==> config.mk <==
export PLATFORM = sky130hd
export DESIGN_NAME = mem_access_ctrl
export DESIGN_NICKNAME = d
export VERILOG_FILES = /design/src/rtl/mem_access_ctrl.sv
export SDC_FILE = /design/constraint.sdc
export NUM_CORES = 1
export LEC_CHECK = 0
export CORE_AREA = 8 8 120 122
export CTS_BUF_LIST = sky130_fd_sc_hd__clkbuf_8 sky130_fd_sc_hd__clkbuf_16
export CTS_CLUSTER_SIZE = 14
export DETAILED_ROUTE_END_ITERATION = 10
export DIE_AREA = 0 0 128 130
export GPL_TIMING_DRIVEN = 0
export HOLD_SLACK_MARGIN = 0.1
export PLACE_DENSITY = 0.93
export SKIP_CTS_REPAIR_TIMING = 1
export SLEW_MARGIN = 20
export SYNTH_ARGS = -nofsm -noshare
export SYNTH_HDL_FRONTEND = slang
export SYNTH_SLANG_ARGS = --single-unit
==> constraint.sdc <==
create_clock -name clk -period 7.1 [get_ports clk]
set_clock_uncertainty 0.15 [all_clocks]
set_input_delay 0.71 -clock clk [delete_from_list [all_inputs] [get_ports clk]]
set_output_delay 0.71 -clock clk [all_outputs]
set_load 0.05 [all_outputs]
==> src/rtl/mem_access_ctrl.sv <==
// Load/store bus initiator: turns byte/half/word requests into aligned word accesses on a
// single-port sync memory, extracting sub-word loads and doing sub-word stores as read-modify-write.
module mem_access_ctrl #(
   parameter bit BIG_ENDIAN = 1'b1,
   parameter int RD_WAIT    = 0
) (
   input  logic        clk,
   input  logic        reset,
   input  logic        req_valid,
   output logic        req_ready,
   input  logic        req_we,
   input  logic [1:0]  req_size,
   input  logic        req_signed,
   input  logic [31:0] req_addr,
   input  logic [31:0] req_wdata,
   output logic        rsp_valid,
   output logic [31:0] rsp_rdata,
   output logic        rsp_err,
   output logic        mem_cs,
   output logic        mem_oe,
   output logic        mem_we,
   output logic [31:0] mem_addr,
   output logic [31:0] mem_din,
   input  logic [31:0] mem_dout
);

   typedef enum logic [1:0] {IDLE = 2'd0, RD = 2'd1, CAP = 2'd2, WR = 2'd3} state_t;

   state_t      state_q, state_d;
   logic [3:0]  cnt_q, cnt_d;
   logic        we_q, we_d;
   logic [1:0]  size_q, size_d;
   logic        sgn_q, sgn_d;
   logic [31:0] addr_q, addr_d;
   logic [15:0] wdata_q, wdata_d;
   logic        ready_q, ready_d;
   logic        rsp_valid_q, rsp_valid_d;
   logic        rsp_err_q, rsp_err_d;
   logic [31:0] rsp_rdata_q, rsp_rdata_d;
   logic        cs_q, cs_d;
   logic        oe_q, oe_d;
   logic        mwe_q, mwe_d;
   logic [31:0] din_q, din_d;
   logic        misaligned;

   // Bit position of the lowest bit of the addressed byte/half lane within the word.
   function automatic logic [4:0] lane_lo(input logic [1:0] size, input logic [1:0] a);
      logic [4:0] lo;
      lo = 5'd0;
      if (size == 2'd0)
         lo = BIG_ENDIAN ? (5'd24 - {a, 3'b000}) : {a, 3'b000};
      else if (size == 2'd1)
         lo = {(BIG_ENDIAN ? ~a[1] : a[1]), 4'b0000};
      return lo;
   endfunction

   function automatic logic [31:0] extract(input logic [31:0] w, input logic [1:0] size,
                                           input logic [1:0] a, input logic sgn);
      logic [31:0] sh;
      logic [31:0] r;
      sh = w >> lane_lo(size, a);
      case (size)
         2'd0:    r = {{24{sgn & sh[7]}}, sh[7:0]};
         2'd1:    r = {{16{sgn & sh[15]}}, sh[15:0]};
         default: r = w;
      endcase
      return r;
   endfunction

   function automatic logic [31:0] merge(input logic [31:0] w, input logic [1:0] size,
                                         input logic [1:0] a, input logic [15:0] wd);
      logic [31:0] m;
      logic [31:0] d;
      m = (size == 2'd0) ? 32'h0000_00FF : 32'h0000_FFFF;
      d = (size == 2'd0) ? {24'd0, wd[7:0]} : {16'd0, wd};
      return (w & ~(m << lane_lo(size, a))) | (d << lane_lo(size, a));
   endfunction

   assign misaligned = (req_size == 2'd3) ||
                       (req_size == 2'd1 && req_addr[0]) ||
                       (req_size == 2'd2 && req_addr[1:0] != 2'b00);

   always_comb begin
      state_d     = state_q;
      cnt_d       = cnt_q;
      we_d        = we_q;
      size_d      = size_q;
      sgn_d       = sgn_q;
      addr_d      = addr_q;
      wdata_d     = wdata_q;
      ready_d     = 1'b0;
      rsp_valid_d = 1'b0;
      rsp_err_d   = 1'b0;
      rsp_rdata_d = 32'd0;
      cs_d        = 1'b0;
      oe_d        = 1'b0;
      mwe_d       = 1'b0;
      din_d       = 32'd0;
      case (state_q)
         IDLE: begin
            ready_d = 1'b1;
            if (req_valid) begin
               we_d    = req_we;
               size_d  = req_size;
               sgn_d   = req_signed;
               addr_d  = req_addr;
               wdata_d = req_wdata[15:0];
               if (misaligned) begin
                  rsp_valid_d = 1'b1;
                  rsp_err_d   = 1'b1;
               end else if (req_we && req_size == 2'd2) begin
                  state_d = WR;
                  ready_d = 1'b0;
                  cs_d    = 1'b1;
                  mwe_d   = 1'b1;
                  din_d   = req_wdata;
               end else begin
                  state_d = RD;
                  ready_d = 1'b0;
                  cs_d    = 1'b1;
                  oe_d    = 1'b1;
               end
            end
         end
         RD: begin
            state_d = CAP;
            cnt_d   = 4'(RD_WAIT);
         end
         CAP: begin
            if (cnt_q != 4'd0) begin
               cnt_d = cnt_q - 4'd1;
            end else if (!we_q) begin
               state_d     = IDLE;
               ready_d     = 1'b1;
               rsp_valid_d = 1'b1;
               rsp_rdata_d = extract(mem_dout, size_q, addr_q[1:0], sgn_q);
            end else begin
               state_d = WR;
               cs_d    = 1'b1;
               mwe_d   = 1'b1;
               din_d   = merge(mem_dout, size_q, addr_q[1:0], wdata_q);
            end
         end
         WR: begin
            state_d     = IDLE;
            ready_d     = 1'b1;
            rsp_valid_d = 1'b1;
         end
         default: state_d = IDLE;
      endcase
   end

   always_ff @(posedge clk or posedge reset) begin
      if (reset) begin
         state_q     <= IDLE;
         cnt_q       <= 4'd0;
         we_q        <= 1'b0;
         size_q      <= 2'd0;
         sgn_q       <= 1'b0;
         addr_q      <= 32'd0;
         wdata_q     <= 16'd0;
         ready_q     <= 1'b1;
         rsp_valid_q <= 1'b0;
         rsp_err_q   <= 1'b0;
         rsp_rdata_q <= 32'd0;
         cs_q        <= 1'b0;
         oe_q        <= 1'b0;
         mwe_q       <= 1'b0;
         din_q       <= 32'd0;
      end else begin
         state_q     <= state_d;
         cnt_q       <= cnt_d;
         we_q        <= we_d;
         size_q      <= size_d;
         sgn_q       <= sgn_d;
         addr_q      <= addr_d;
         wdata_q     <= wdata_d;
         ready_q     <= ready_d;
         rsp_valid_q <= rsp_valid_d;
         rsp_err_q   <= rsp_err_d;
         rsp_rdata_q <= rsp_rdata_d;
         cs_q        <= cs_d;
         oe_q        <= oe_d;
         mwe_q       <= mwe_d;
         din_q       <= din_d;
      end
   end

   assign req_ready = ready_q;
   assign rsp_valid = rsp_valid_q;
   assign rsp_err   = rsp_err_q;
   assign rsp_rdata = rsp_rdata_q;
   assign mem_cs    = cs_q;
   assign mem_oe    = oe_q;
   assign mem_we    = mwe_q;
   assign mem_addr  = {addr_q[31:2], 2'b00};
   assign mem_din   = din_q;

endmodule

# Word-level counts from Yosys, hierarchy flattened
# Cells that the tools add are included.
dict set report word_totals {
  wordCells 99
  register_bits 128
  input_bits 103
}
dict set report op_classes {
  shifts 3
  n_eq_ne 11
  reduce_logical 13
  n_bitwise 6
  add_sub_neg 2
  muxes 49
}
# cell n
set ops {}
lappend ops {{$mux W32} 8}
lappend ops {{$pmux W32 S2} 2}
lappend ops {{$shl A16 B5 Y32} 2}
lappend ops {{$mux W5} 8}
lappend ops {{$and A32 B32 Y32} 1}
lappend ops {{$mux W16} 2}
lappend ops {{$not A32 Y32} 1}
lappend ops {{$or A32 B32 Y32} 1}
lappend ops {{$shr A32 B5 Y16} 1}
lappend ops {{$mux W1} 17}
lappend ops {{$mux W2} 5}
lappend ops {{$eq A2 B2 Y1 const B} 4}
lappend ops {{$ne A2 B2 Y1 const B} 4}
lappend ops {{$pmux W2 S4} 1}
lappend ops {{$pmux W4 S2} 1}
lappend ops {{$eq A2 B1 Y1 const B} 3}
lappend ops {{$pmux W1 S3} 2}
lappend ops {{$sub A5 B5 Y5 const A} 1}
lappend ops {{$logic_not A2 Y1} 2}
lappend ops {{$mux W4} 1}
lappend ops {{$pmux W1 S2} 2}
lappend ops {{$reduce_and A2 Y1} 2}
lappend ops {{$reduce_bool A2 Y1} 2}
lappend ops {{$reduce_bool A4 Y1} 1}
lappend ops {{other kinds (6)} 10}

# Logic depth before layout (Yosys ltp)
# Gate-level depths: netlist of the first run.
dict set report depth {
  word_depth 13
  ltp_mapped 8
}

# Least setup slack after synthesis of the first run
# OpenSTA, ideal clock, no wires.
dict set report synth_path {
  path_type {input -> register}
  start {input req_addr[1]}
  end {register din_q[13] (netlist: mem_din[13])}
  n_path_buf 1
  setup_slack_ns 5.006
  path_stages 5
  required_ns 6.872
  t_arrival_ns 1.866
  setup_ns 0.078
  path_cell_list {o21a_1 > o22ai_1 > nor4b_2 > buf_2 > o2bb2ai_1}
}
dict set report synth_between {
  elab_chain_len 6
}
# element line
set synth_lines {}
lappend synth_lines {{start, declared} 14} ;# input logic [31:0] req_addr,
lappend synth_lines {{$reduce_bool A2 Y1} 81} ;# (req_size == 2'd2 && req_addr[1:0] != 2'b00);
lappend synth_lines {{$logic_and A1 B1 Y1} 81}
lappend synth_lines {{$logic_or A1 B1 Y1} 80} ;# (req_size == 2'd1 && req_addr[0]) ||
lappend synth_lines {{$mux W32} 108} ;# if (misaligned) begin
lappend synth_lines {{$mux W32} 102} ;# if (req_valid) begin
lappend synth_lines {{$pmux W32 S2} 99} ;# case (state_q)
lappend synth_lines {{net din_d[13]} 43} ;# logic [31:0] din_q, din_d;
lappend synth_lines {{end signal, assigned} 185} ;# din_q <= din_d;
lappend synth_lines {{end, declared} 43}
# The timed path passes the listed nets, and every way through them passes these cells.
# A chain may end at the register's enable or synchronous reset.

# Worst setup path in the final report of the first run
dict set report layout_path {
  start {register cnt_q[0]}
  end {register din_q[31] (netlist: mem_din[31])}
}
dict set report layout_between {
  elab_chain_len 3
}
# element line
set layout_lines {}
lappend layout_lines {{start, declared} 30} ;# logic [3:0] cnt_q, cnt_d;
lappend layout_lines {{start signal, assigned} 172} ;# cnt_q <= cnt_d;
lappend layout_lines {{$reduce_bool A4 Y1} 130} ;# if (cnt_q != 4'd0) begin
lappend layout_lines {{$mux W32} 130}
lappend layout_lines {{$pmux W32 S2} 99}
lappend layout_lines {{net din_d[31]} 43}
# The timed path passes the listed nets, and every way through them passes these cells.

==> insert_results.sql, run 1 <==
INSERT INTO impl_metrics (metric_group, metric, value, unit) VALUES
('finish', 'sequential_cell_area', '0.003204', 'sq mm'),
('worst_setup_path', 'critPathRequiredTime', '7310', 'ps'),
('place', 'half_perimeter_wire_length_after_placement', '14.76', 'mm'),
('pwr', 'net-switching-power', '2.012', 'mW'),
('global_routing', 'grt_overflow', '0', ''),
('route', 'drtAntennaViolNets', '0', ''),
('worst_setup_path', 'maximum_fanout_encountered_on_the_critical_timing_path', '10', ''),
('synth', 'post_synth_inst_count', '588', ''),
('synth', 'netlist-cell-type-count', '53', ''),
('sta', 'timing_hold_violations_final', '0', ''),
('floorplan', 'top_level_ports', '205', ''),
('floorplan', 'fp.dieH', '130', 'um'),
('place', 'numPlacedInstances', '964', ''),
('finish', 'finish.net_count', '915', ''),
('synth', 'synthDominantAreaCellType', 'dfrtp_1', ''),
('pwr', 'power.density', '502.3', 'mW/mm^2'),
('sta', 'slew_headroom', '53.57', '%'),
('pwr', 'cellInternalPower', '2.403', 'mW'),
('synth', 'synthesis.yosys.warnings', '0', ''),
('worst_setup_path', 'timing.critical_path.from_type', 'flip-flop', ''),
('floorplan', 'dieWidth', '128', 'um'),
('worst_setup_path', 'critPathCapture', 'mem_din[31]', ''),
('route', 'finalWirelength', '19.24', 'mm'),
('worst_setup_path', 'r2r_start', 'cnt_q[0]', ''),
('finish', 'n_fill_cell', '909', ''),
('synth', 'yosys-top-cells-area', 'dfrtp_1 53%, nand2_1 10%, o2bb2ai_1 4.7%', ''),
('clocking', 'clkSlewWorstSetupHoldPaths', '50', 'ps'),
('clocking', 'cts_sinks', '128', ''),
('status', 'run_status', 'finished, final reports clean', ''),
('worst_hold_path', 'hold_crit_class', 'flip-flop to flip-flop', ''),
('synth', 'number_of_storage_elements_in_the_synthesis_netlist', '128', ''),
('clocking', 'cts_tree', 'built', ''),
('global_routing', 'grt_antenna_before_repair', '0', ''),
('pwr', 'leakagePower', '4.041', 'nW'),
('worst_setup_path', 'reg2reg_setup_slack', '4280', 'ps'),
('sta', 'worst_case_setup_margin_in_the_final_layout', '4284', 'ps'),
('route', 'detailedRoute.firstIterationViolations', '434', ''),
('sta', 'setup_viol_count_final', '0', ''),
('sta', 'max_slew.worst_pin.slew', '692.7', 'ps'),
('sta', 'report.final.slew_viol_count', '0', ''),
('synth', 'ys_async_sr_fraction', '100.0', '%'),
('place', 'gp_congestion', '0.9379', ''),
('route', 'avgRoutedWirePerCell', '19.32', 'um'),
('clocking', 'h_tree_depth', '4', ''),
('finish', 'post-route-util', '70.79', '%'),
('pwr', 'power.share.combinational', '55.6', '%'),
('global_routing', 'first_global_vias', '5571', ''),
('finish', 'multi_input_logic_area', '0.002312', 'sq mm'),
('pwr', 'power_frac_seq', '26.0', '%'),
('worst_setup_path', 'end_kind', 'flip-flop', ''),
('route', 'drc', '0', ''),
('worst_setup_path', 'setup.worst_path.start', 'cnt_q[0]', ''),
('floorplan', 'initial_core_util', '47.99', '%'),
('sta', 'layout_worst_path_cycle_share', '39.66', '%'),
('finish', 'mostFrequentLayoutCell', 'clkdlybuf4s50_1', ''),
('synth', 'synth_top_area_share', '53.34', '%'),
('pwr', 'ir_drop', '0.0002985', 'V'),
('clocking', 'clk_path_buf_depth', '2', ''),
('synth', 'synth_enable_flop_cells', '0', ''),
('sta', 'final_period_minus_worst_setup_slack', '2816', 'ps'),
('synth', 'netlist_area', '0.005958', 'sq mm'),
('pwr', 'switching_share', '45.57', '%'),
('global_routing', 'grt.total_usage', '23.88', '%'),
('finish', 'final_cell_mix', '202 x clkdlybuf4s50_1, 160 x nand2_1, 127 x dfrtp_1', ''),
('finish', 'fin_cells', '996', ''),
('worst_setup_path', 'crit_arrival', '3020', 'ps'),
('synth', 'synth_flop_cell', 'dfrtp_1', ''),
('route', 'route.vias.total', '5293', ''),
('sta', 'maxClockFrequency', '0.3551', 'GHz'),
('global_routing', 'maximum_number_of_pins_on_one_net_before_global_route_repair', '77', ''),
('clocking', 'insertion_delay', '420', 'ps');
==> metal layers <==
metal	up-vias	wire length [um]	track usage (%)
li1	2441	-	-
met1	2537	7323	26.62
met2	258	9337	40.07
met3	57	1872	8.282
met4	0	707	12.17
met5	-	0	0
==> cell usage after synthesis (2+ instances only) <==
| cell type | n |
|---|---|
| nor2b_1 | 29 |
| dfrtp_1 | 127 |
| mux2i_1 | 17 |
| inv_1 | 9 |
| nand3b_1 | 2 |
| mux4_2 | 7 |
| buf_6 | 3 |
| buf_2 | 8 |
| nor3_1 | 16 |
| nand2b_1 | 4 |
| o21a_1 | 3 |
| clkbuf_1 | 25 |
| nand3_1 | 4 |
| a221o_1 | 5 |
| buf_4 | 32 |
| nor4_1 | 3 |
| a21o_1 | 9 |
| nand2_1 | 160 |
| a2111oi_0 | 2 |
| nor2_1 | 14 |
| o21ai_0 | 12 |
| o22ai_1 | 11 |
| a21oi_1 | 10 |
| a211oi_1 | 9 |
| or4_1 | 8 |
| o2bb2ai_1 | 32 |
==> flip-flops by register name, summed over array words and instances (netlist names) <==
signal,flops
rsp_err,1
size_q,2
cnt_q,4
state_q,2
mem_we,1
addr_q,32
req_ready,1
mem_din,32
sgn_q,1
rsp_rdata,32
rsp_valid,1
wdata_q,16
we_q,1
mem_cs,1
mem_oe,1
==> stage by stage <==
step                      power (mW)  hold WS [ps]  area [sq um]
after floorplan                2.824         290.4          5962
after global placement         3.535         303.9          8199
after global routing           4.637         348.0          8788
final                          4.414         320.2          8788
after detailed placement       3.606         312.7          8232
after CTS                      4.430         325.6          8788
==> kinds of logic after synthesis <==
group	count (synthesis)	synth area share [%]
AO/OA/AOI/OAI	103	13.40
adder cells (fa/ha/maj)	1	0.2100
buffers and inverters	78	7.476
flip-flops	128	53.78
multiplexers	25	5.691
other	1	0.06294
AND/OR/NAND/NOR	252	19.38
==> worst max-delay path: stages (launching register included) <==
cell	delay, ps
dfrtp_1	390
inv_1	110
ha_1	230
nor3b_1	440
nand3_1	370
clkbuf_1	370
a211oi_1	560
a21o_1	140
==> worst min-delay path by stage <==
stage                start          end  slack, ps  depth (start not counted)
2_1_floorplan  wdata_q[10]  wdata_q[10]        290                          2
3_3_place_gp   wdata_q[11]  wdata_q[11]        300                          2
3_5_place_dp    wdata_q[9]   wdata_q[9]        310                          2
4_1_cts          addr_q[2]    addr_q[2]        330                          2
5_1_grt         addr_q[12]   addr_q[12]        350                          2
6_report        addr_q[31]   addr_q[31]        320                          2
==> power groups by stage <==
stage | logic (mW) | clock network (mW) | registers, mW
3_3_place_gp | 2.39 | 0 | 1.15
3_5_place_dp | 2.45 | 0 | 1.16
4_1_cts | 2.46 | 0.823 | 1.15
2_1_floorplan | 1.24 | 0 | 1.58
5_1_grt | 2.60 | 0.858 | 1.18
6_report | 2.45 | 0.811 | 1.15
==> cell type report <==
type	instances	area share, %
Tap cell	172	2.449
Buffer	69	4.684
Timing Repair Buffer	203	23.32
Clock buffer	21	5.467
Multi-Input combinational cell	383	26.31
Clock inverter	11	0.8685
Sequential cell	128	36.46
Inverter	9	0.4413
(Power assumes the default switching activity.)
==> run 2: changes to the inputs <==
CORE_AREA = 8 8 130 132   (was 8 8 120 122)
DIE_AREA = 0 0 138 140   (was 0 0 128 130)
PLACE_DENSITY = 0.84   (was 0.93)
clock period = 2.55 ns   (was 7.1 ns; I/O delays follow)
==> insert_results.sql, run 2 (synthesis results as in run 1) <==
INSERT INTO impl_metrics (metric_group, metric, value, unit) VALUES
('status', 'run_status', 'finished, final reports clean', ''),
('route', 'firstDrtPassIters', '5', ''),
('worst_hold_path', 'hold_crit_class', 'input port to flip-flop', ''),
('finish', 'fin_cells', '1017', ''),
('place', 'gp_congestion', '0.8901', ''),
('worst_hold_path', 'timing.hold.worst_path_depth', '3', ''),
('global_routing', 'global_route.usage.met1', '23.59', '%'),
('floorplan', 'fp.dieH', '140', 'um'),
('sta', 'final_period_minus_worst_setup_slack', '2447', 'ps'),
('global_routing', 'maximum_number_of_pins_on_one_net_before_global_route_repair', '35', ''),
('pwr', 'power.density', '1430', 'mW/mm^2'),
('place', 'numPlacedInstances', '983', ''),
('worst_setup_path', 'maximum_fanout_encountered_on_the_critical_timing_path', '10', ''),
('place', 'placedInstanceArea', '0.008310', 'sq mm'),
('global_routing', 'grt_busiest_layer', 'met2', ''),
('sta', 'layout_worst_path_cycle_share', '95.98', '%'),
('finish', 'post-route-util', '60.88', '%'),
('run', 'timing.max_cap.violations', '0', ''),
('route', 'finalWirelength', '20.04', 'mm'),
('global_routing', 'grt_overflow', '0', ''),
('worst_setup_path', 'crit_arrival', '2550', 'ps'),
('floorplan', 'fp-row-count', '45', ''),
('clocking', 'cts_tree', 'built', ''),
('global_routing', 'first_global_vias', '5562', ''),
('sta', 'maxClockFrequency', '0.4086', 'GHz'),
('sta', 'max_slew.worst_pin.slew', '745.7', 'ps'),
('finish', 'final_cell_mix', '202 x clkdlybuf4s50_1, 160 x nand2_1, 127 x dfrtp_1', ''),
('global_routing', 'grtUsageMet3', '7.539', '%'),
('clocking', 'clkSlewWorstSetupHoldPaths', '60', 'ps'),
('route', 'drtAntennaViolNets', '0', ''),
('global_routing', 'grt.total_usage', '20.65', '%'),
('worst_setup_path', 'timing.critical_path.from_type', 'flip-flop', ''),
('clocking', 'h_tree_depth', '4', ''),
('finish', 'finish.net_count', '919', ''),
('finish', 'n_fill_cell', '1256', ''),
('worst_setup_path', 'end_kind', 'flip-flop', ''),
('clocking', 'numCtsBuffers', '17', ''),
('global_routing', 'grt_antenna_before_repair', '2', ''),
('route', 'avgRoutedWirePerCell', '19.71', 'um'),
('finish', 'layout-drive-gt1-share', '12.08', '%'),
('route', 'route.vias.total', '5322', ''),
('floorplan', 'die_area', '0.01932', 'sq mm'),
('clocking', 'cts_root_buffer', 'clkbuf_16', ''),
('sta', 'report.final.slew_viol_count', '0', ''),
('worst_setup_path', 'reg2regPathDepth', '6', ''),
('pwr', 'power.total', '12.94', 'mW'),
('pwr', 'leakagePower', '4.135', 'nW'),
('worst_setup_path', 'critPathKind', 'flip-flop to flip-flop', ''),
('clocking', 'cts_sinks', '128', ''),
('clocking', 'insertion_delay', '410', 'ps'),
('worst_setup_path', 'critPathRequiredTime', '2660', 'ps'),
('sta', 'timing_hold_violations_final', '0', ''),
('place', 'port_buffers', '202', ''),
('sta', 'slew_headroom', '50.02', '%'),
('finish', 'final_design_area_no_fill', '0.009050', 'sq mm'),
('finish', 'sequential_cell_area', '0.003204', 'sq mm'),
('route', 'post_drt_via_cell_ratio', '5.233', ''),
('global_routing', 'grt_met2_use', '34.61', '%'),
('sta', 'worst_hold_slack', '217.5', 'ps'),
('finish', 'multi_input_logic_area', '0.002333', 'sq mm'),
('route', 'drc', '0', ''),
('floorplan', 'dieWidth', '138', 'um'),
('floorplan', 'core', '0.01486', 'sq mm'),
('place', 'half_perimeter_wire_length_after_placement', '15.44', 'mm'),
('finish', 'layout-area-overhead-vs-synth', '51.89', '%'),
('floorplan', 'initial_core_util', '40.08', '%'),
('floorplan', 'top_level_ports', '205', ''),
('finish', 'mostFrequentLayoutCell', 'clkdlybuf4s50_1', ''),
('pwr', 'ir_drop', '0.0007798', 'V'),
('global_routing', 'grt_pass1_wl', '31.22', 'mm'),
('clocking', 'clk_path_buf_depth', '2', ''),
('route', 'detailedRoute.firstIterationViolations', '441', ''),
('sta', 'setup_viol_count_final', '0', '');
==> run 2: changes by cell type in the layout (fill, tap and decap cells not counted), moves of 2 or more <==
cell / before / now
a2111oi_0: 2 / 0
clkinv_2: 4 / 0
bufinv_16: 1 / 7
inv_1: 13 / 11
buf_12: 0 / 3
==> run 2: per-layer routing <==
metal	vias to the layer above	share of wire, %	wire (um)
met5	-	0.055	11
met4	2	3.1	618
met3	44	8.5	1694
met2	271	49	9773
li1	2449	-	-
met1	2556	40	7943
==> run 2: worst max-delay path, cell delays in order (launching register included) <==
cell and delay (ps):
dfrtp_1 390, inv_1 120, ha_1 210, nor3b_2 320, nand3b_1 300, clkbuf_1 330, a2111oi_1 470
==> run 2: per-stage QoR <==
stage,setup slack [ps],setup TNS (ps)
after detailed placement,-208.2,-4780
after global placement,-616.6,-78640
after global routing,-3.003,-3.003
final,102.5,0
after floorplan,560.0,0
after CTS,-140.9,-421.1
==> run 2: path summary, 6_finish.rpt <==
check | from | endpoint | slack [ps]
min in group asynchronous | reset | mem_din[30] | 620
worst min-delay path | req_addr[30] | addr_q[30] | 220
max in group asynchronous | reset | req_ready | 870
worst max register to register | cnt_q[0] | rsp_rdata[11] | 100
worst min register to register | wdata_q[10] | wdata_q[10] | 320
worst max-delay path | cnt_q[0] | rsp_rdata[11] | 100
==> run 2: cell type report <==
cell class | instances | share of cell area, %
Sequential cell | 128 | 35.41
Multi-Input combinational cell | 383 | 25.78
Timing Repair Buffer | 207 | 23.42
Clock buffer | 20 | 5.157
Buffer | 69 | 4.562
Clock inverter | 12 | 2.627
Tap cell | 188 | 2.599
Inverter | 9 | 0.4148
Antenna cell | 1 | 0.02765
==> run 2: where the power goes <==
| part | switching (mW) | leakage, nW | internal (mW) |
|---|---|---|---|
| Sequential | 0.404 | 1.68 | 2.80 |
| Combinational | 4.37 | 2.11 | 2.49 |
| Clock | 0.878 | 0.350 | 2.00 |
| Total | 5.65 | 4.14 | 7.29 |
